<file path="src/rtl/serial_adder_ctrl.sv">
// Bit-serial adder: one 1-bit full adder, reused once per cycle, LSB first.
// A three-state FSM sequences IDLE -> ADD (WIDTH cycles) -> DONE (one cycle).

module full_adder (
  input  logic a,
  input  logic b,
  input  logic cin,
  output logic sum,
  output logic cout
);
  assign sum  = a ^ b ^ cin;
  assign cout = (a & b) | (cin & (a ^ b));
endmodule

module serial_adder_ctrl #(
  parameter int WIDTH = 8
) (
  input  logic             clk,
  input  logic             rst_n,
  input  logic             start,
  input  logic [WIDTH-1:0] op_a,
  input  logic [WIDTH-1:0] op_b,
  input  logic             carry_in,
  output logic [WIDTH-1:0] sum,
  output logic             carry_out,
  output logic             busy,
  output logic             done
);
  localparam int CW = $clog2(WIDTH) + 1;

  typedef enum logic [1:0] {IDLE, ADD, DONE} state_t;

  state_t           state_q, state_d;
  logic [WIDTH-1:0] a_q, a_d, b_q, b_d, res_q, res_d, sum_q, sum_d;
  logic [CW-1:0]    cnt_q, cnt_d;
  logic             c_q, c_d, co_q, co_d;
  logic             fa_s, fa_co;

  full_adder u_fa (
    .a    (a_q[0]),
    .b    (b_q[0]),
    .cin  (c_q),
    .sum  (fa_s),
    .cout (fa_co)
  );

  always_comb begin
    state_d = state_q;
    a_d     = a_q;
    b_d     = b_q;
    res_d   = res_q;
    sum_d   = sum_q;
    cnt_d   = cnt_q;
    c_d     = c_q;
    co_d    = co_q;
    case (state_q)
      IDLE: begin
        if (start) begin
          a_d     = op_a;
          b_d     = op_b;
          c_d     = carry_in;
          cnt_d   = '0;
          state_d = ADD;
        end
      end
      ADD: begin
        // Result fills from the MSB end so after WIDTH shifts bit 0 lands at LSB.
        res_d = {fa_s, res_q[WIDTH-1:1]};
        c_d   = fa_co;
        a_d   = a_q >> 1;
        b_d   = b_q >> 1;
        cnt_d = cnt_q + CW'(1);
        if (cnt_q == CW'(WIDTH - 1)) begin
          sum_d   = {fa_s, res_q[WIDTH-1:1]};
          co_d    = fa_co;
          state_d = DONE;
        end
      end
      DONE:    state_d = IDLE;
      default: state_d = IDLE;
    endcase
  end

  always_ff @(posedge clk) begin
    if (!rst_n) begin
      state_q <= IDLE;
      a_q     <= '0;
      b_q     <= '0;
      res_q   <= '0;
      sum_q   <= '0;
      cnt_q   <= '0;
      c_q     <= 1'b0;
      co_q    <= 1'b0;
    end else begin
      state_q <= state_d;
      a_q     <= a_d;
      b_q     <= b_d;
      res_q   <= res_d;
      sum_q   <= sum_d;
      cnt_q   <= cnt_d;
      c_q     <= c_d;
      co_q    <= co_d;
    end
  end

  assign sum       = sum_q;
  assign carry_out = co_q;
  assign busy      = (state_q == ADD);
  assign done      = (state_q == DONE);

endmodule

</file>
<file path="config.mk">
export PLATFORM = sky130hd
export DESIGN_NAME = serial_adder_ctrl
export DESIGN_NICKNAME = d
export VERILOG_FILES = /design/src/rtl/serial_adder_ctrl.sv
export SDC_FILE = /design/constraint.sdc
export NUM_CORES = 1
export LEC_CHECK = 0
export CAP_MARGIN = 20
export CORE_UTILIZATION = 57
export CTS_BUF_LIST = sky130_fd_sc_hd__clkbuf_8
export DETAILED_ROUTE_END_ITERATION = 8
export MAX_ROUTING_LAYER = met4
export PLACE_DENSITY_LB_ADDON = 0.15
export SLEW_MARGIN = 25
export SYNTH_ARGS = -nofsm -noshare
export SYNTH_HDL_FRONTEND = slang
export SYNTH_SLANG_ARGS = --single-unit
</file>
<file path="constraint.sdc">
create_clock -name clk -period 1.9 [get_ports clk]
set_input_delay 0.38 -clock clk [delete_from_list [all_inputs] [get_ports clk]]
set_output_delay 0.38 -clock clk [all_outputs]
set_load 0.1 [all_outputs]
</file>
==> results of run 1 <==
worst reg2reg max path: stages, from the launching register on:
cell	delay, ns
dfxtp_1	0.39
ha_1	0.20
nand4b_1	0.20
nor2_4	0.36
mux2i_1	0.26
Yosys cell counts (all sizes together):
cell	n	area [um2]
dfxtp	39	781
nand2	34	128
a21oi	22	110
nor2	15	63.8
o21ai	15	75.1
mux2i	9	90.1
o2bb2ai	9	78.8
clkbuf	8	31.3
buf	6	48.8
o22ai	6	37.5
inv	4	15.0
a22oi	3	22.5
a31oi	2	12.5
nand2b	2	20.0
nand3	2	10.0
nand3b	2	15.0
a211oi	1	7.51
and3	1	6.26
fa	1	20.0
ha	1	12.5
nand4b	1	8.76
nor3	1	5.00
nor3b	1	7.51
o21ba	1	10.0
o21bai	1	7.51
or3	1	6.26
how the worst max path moves through the flow:
| stage | end | slack [ns] | cells after the start |
|---|---|---|---|
| after global placement | a_q[2] | 0.29 | 4 |
| after detailed placement | a_q[2] | 0.25 | 4 |
| after floorplan | done | 0.27 | 4 |
| after global routing | busy | 0.19 | 3 |
| final | busy | 0.26 | 3 |
| after CTS | busy | 0.25 | 3 |
report_power, final:
part	leakage, nW	switching (W)	total (W)	internal, W
clock	0.0505	0.000270	0.000516	0.000247
sequential	0.319	0.0000264	0.000882	0.000856
combinational	0.375	0.000106	0.000201	0.0000953
total	0.745	0.000402	0.00160	0.00120
sequential cells by signal (all words and copies together) (netlist names):
register	flops
a_q	8
b_q	8
c_q	1
carry_out	1
cnt_q	4
res_q	7
state_q	2
sum	8
metrics by stage:
stage | instance area, um2 | setup WS (ns) | utilization, %
floorplan | 1640 | 0.270 | -
CTS | 2020 | 0.251 | 73.9
global placement | 1940 | 0.290 | 70.9
detailed placement | 1940 | 0.251 | 70.9
global route | 2020 | 0.188 | 73.9
finish | 2020 | 0.256 | 73.9
logic make-up after synthesis:
logic type	synth area share (%)
adders and majority gates	2.00
DFF	47.9
and+or+nand+nor	16.6
buffers and inverters	5.83
muxes	5.53
AOI/OAI and AO/OA	22.2
layer usage:
layer,wire (um),up-vias
li1,-,710
met1,1590,646
met2,1540,52
met3,212,2
met4,14,0
met5,0,-
cell type report:
cell class,instances,share of cell area (%)
Inverter,4,0.743
Tap cell,31,1.92
Timing Repair Buffer,36,17.0
Clock buffer,5,3.41
Sequential cell,39,38.6
Clock inverter,3,0.619
Multi-Input combinational cell,131,37.7
==> metrics, run 1 <==
status finished, final reports clean; Nets roughly 240; required time worst endpoint roughly 1.5 ns; RSZ-0062 raised after global routing no; library cells used by synthesis 31; Iteration-0 DRC Markers between 50 and 60; Die W 55.5 um; hold_sp sum[5]; commonest cells after routing, fill and taps aside dfxtp_1 (39), nand2_1 (34), a21oi_1 (22), clkdlybuf4s50_1 (19); starting density of the core about three fifths; Final Non-Filler Cells roughly 250; flip-flop and latch area roughly 780 um2; ANT cells 0; Slowest-stage cell, CP dfxtp_1; Clock Latency Late Sink about 0.28 ns; grt met2 use between 30% and 40%; Inst Count DP between 200 and 250; crit path launch type register; Syn. warnings 0; Hold Path Stages 2; Slew @ Worst Pin about 0.46 ns; die area about 3000 um2; Leakage Power 0.745 nW; global route overflow 0; H-Tree Depth 2; drt total wl approximately 3400 um; router iterations before antenna repair 5; worst-case reg-to-reg path depth 4; total negative slack 0 ns; Post-Syn Area per Cell roughly 8.7 um2; hold crit path type register to register; Clock Path Buffers 2; total CTS buffers 5; Detail Route Antenna Nets 0; Placer Congestion around 0.84; post_cts resized 0; clk slew on worst S/H paths 0.07 ns; Crit. End Element output port; # clock sinks 39; Ports 31; Pwr Density 792 nW/um2; Die H 55.5 um; wire per inst about 13 um; M1 GR Usage 31.8%; GR peak layer met2; I/O Buffers 30; Placement Rows 19; final hold slack between 0.4 and 0.5 ns; # DRC 0; Overall Power 0.00160 W; end of the worst hold path sum[5]; Synth-to-Final Area Change 23.9%; TritonCTS clock tree built; CP max stage delay 0.47 ns; maxcap violations 0; total track usage between 20% and 30%; core area 2730 um2; post-CTS setup buffer count 0; Setup Skew 0.00374 ns; Finish-stage setup viols 0; DP HPWL about 2400 um; Worst Path Buf+Inv 2; Crit. Startpoint state_q[1]; CP Class register to output port; Slew headroom about 69%; first-pass GRT wire length 5840 um; vias in the first global route ~1.3k; #FFs+latches synth 39; Final Critical Period about 1.6 ns; r2r startpoint cnt_q[0]; area of the multi-input gates roughly 760 um2; Max VDD drop a little under 1 mV; crit-path max FO 9; fillers approximately 220; hold bufs inserted after CTS 0; via count about 1.4k; CTS Root Cell clkbuf_8; Tcrit/Tclk final about 87%; Netlist Area Pre-Place 1630 um2; CP cell instances nand2b_4, inv_1, buf_12; share of layout cells above drive strength 1 between 10% and 20%; final hold violation count 0; delay-heaviest family, CP flip-flops; Syn Inst Count around 190; Global Route met3 Usage 5.85%; Max Fclk between 0.6 and 0.7 GHz; Final Max Tran Viols 0; worst reg-to-reg setup slack 0.42 ns; CP arrival approximately 1.3 ns; pin count of the biggest net entering global routing 21; r2r endpoint sum[2]; Post-Syn Nets 210; DR vias/cell 5.66; commonest non-fill, non-tap cell in the layout dfxtp_1; sequential fraction of the synthesis area 47.9%; initial antenna violation count 0
Note: power is estimated with default switching activity, not from simulation.
==> run 2, diff against run 1 <==
==> constraint.sdc (replaced) <==
create_clock -name clk -period 2 [get_ports clk]
set_input_delay 0.4 -clock clk [delete_from_list [all_inputs] [get_ports clk]]
set_output_delay 0.4 -clock clk [all_outputs]
set_load 0.1 [all_outputs]
==> run 2 against run 1 <==
Critical path depth did not move. Critical endpoint unchanged. Final area rose by 0.43%. Via count down 0.64%. Highest routed layer unchanged.
==> metrics, run 2 (synthesis gave the netlist of run 1 again) <==
Hold Path Stages 2; vias in the first global route around 1.3k; worst reg-to-reg setup slack about 0.56 ns; Slowest-stage cell, CP dfxtp_1; RSZ-0062 raised after global routing no; CP arrival 1.43 ns; Synth-to-Final Area Change 24.5%; Ports 31; end of the worst hold path sum[1]; Clock Path Buffers 2; DR vias/cell 5.67; crit-path max FO 11; router iterations before antenna repair 4; required time worst endpoint approximately 1.6 ns; Finish-stage setup viols 0; Max VDD drop between 0.6 and 0.7 mV; Tcrit/Tclk final between 90% and 100%; I/O Buffers 30; Nets around 240; die area between 3000 and 4000 um2; Iteration-0 DRC Markers 48; # clock sinks 39; DP Worst Slack 0.374 ns; CP cell instances nand2b_4, inv_1, buf_12; initial antenna violation count 0; Final Max Tran Viols 0; final hold violation count 0; first-pass GRT wire length 5820 um; Placer Congestion between 0.8 and 0.9; Die W roughly 55 um; Crit. End Element output port; ANT cells 0; worst setup margin around 0.17 ns; TritonCTS clock tree built; r2r endpoint sum[4]; Slew headroom between 60 and 70%; Clock Latency Late Sink roughly 0.28 ns; CP max stage delay about 0.48 ns; hold bufs inserted after CTS 0; hold crit path type register to register; Leakage Power 0.745 nW; Max Fclk 0.548 GHz; hold_sp sum[1]; r2r startpoint cnt_q[0]; Pwr Density around 810 nW/um2; starting density of the core 59.6%; Placement Rows 19; crit path launch type register; DP HPWL between 2000 and 2500 um; Detail Route Antenna Nets 0; status finished, final reports clean; clk slew on worst S/H paths roughly 0.07 ns; core area ~2700 um2; pin count of the biggest net entering global routing 21; Slew @ Worst Pin 0.472 ns; CTS Root Cell clkbuf_8; Die H ~55 um; share of layout cells above drive strength 1 12.0%; post_cts resized 0; total negative slack 0 ns; global route overflow 0; commonest non-fill, non-tap cell in the layout dfxtp_1; CP Class register to output port; H-Tree Depth 2; wire per inst roughly 14 um; total track usage 24.9%; total CTS buffers 5; Final Critical Period 1.83 ns; via count approximately 1.4k; commonest cells after routing, fill and taps aside dfxtp_1 (39), nand2_1 (34), a21oi_1 (22), clkdlybuf4s50_1 (19), o21ai_0 (15); worst-case reg-to-reg path depth 4; maxcap violations 0; post-CTS setup buffer count 0; # DRC 0; drt total wl around 3500 um; Setup Skew about 0.0073 ns
## run 2: cell types whose count changed in the layout (fill, tap and decap cells not counted), sizes merged
cell    previous run  this run
inv                6         5
bufinv             0         1
clkinv             1         0
buf               17        16
## run 2: critical path: cells and delay by family (launching register included)
kind	cells	cell delay, ns
buffers and inverters	2	0.42
flip-flops	1	0.48
AND/OR/NAND/NOR	1	0.24
## run 2: worst max-delay path by stage
stage / slack, ns / start / endpoint
after CTS: 0.16 / state_q[1] / busy
after floorplan: 0.06 / state_q[1] / done
after detailed placement: 0.37 / start / a_q[4]
after global routing: 0.05 / state_q[1] / busy
after global placement: 0.43 / start / b_q[2]
final: 0.17 / state_q[1] / busy
## run 2: where the power goes
| group | leakage [nW] | switching (W) | total [W] | internal [W] |
|---|---|---|---|---|
| logic | 0.370 | 0.000101 | 0.000191 | 0.0000892 |
| clock network | 0.0554 | 0.000256 | 0.000616 | 0.000360 |
| registers | 0.319 | 0.0000242 | 0.000837 | 0.000813 |
| total | 0.745 | 0.000381 | 0.00164 | 0.00126 |
## run 2: area by class of cell
cell class	instances	area [um2]
Multi-Input combinational cell	131	757
Clock buffer	5	68.8
Timing Repair Buffer	35	335
Tap cell	31	38.8
Sequential cell	39	781
Clock inverter	2	33.8
Fill cell	202	704
Inverter	4	15.0
## run 2: layer usage
layer | up-vias | part of all wire [%] | wire length (um) | track usage, %
li1 | 705 | - | - | -
met1 | 642 | 45 | 1560 | 28.3
met2 | 50 | 48 | 1670 | 41.7
met3 | 4 | 5.0 | 174 | 4.92
met4 | 0 | 1.3 | 46 | 12.9
met5 | - | 0 | 0 | -
## run 2: through the flow
step	std cells	hold WS [ns]	cell area (um2)	total power [W]	utilization [%]
after floorplan	188	0.437	1630	0.000972	-
after global placement	240	0.443	1930	0.00103	70.5
after detailed placement	240	0.448	1930	0.00104	70.5
after CTS	247	0.461	2030	0.00165	74.2
after global routing	247	0.474	2030	0.00170	74.2
final	247	0.457	2030	0.00164	74.2
==> run 3, diff against run 2 <==
--- a/config.mk
+++ b/config.mk
@@ -15,3 +15,4 @@
 export SYNTH_ARGS = -nofsm -noshare
 export SYNTH_HDL_FRONTEND = slang
 export SYNTH_SLANG_ARGS = --single-unit
+export TNS_END_PERCENT = 100
==> results of run 3 <==
No change in the layout: final DEF, timing and power equal those of run 2.
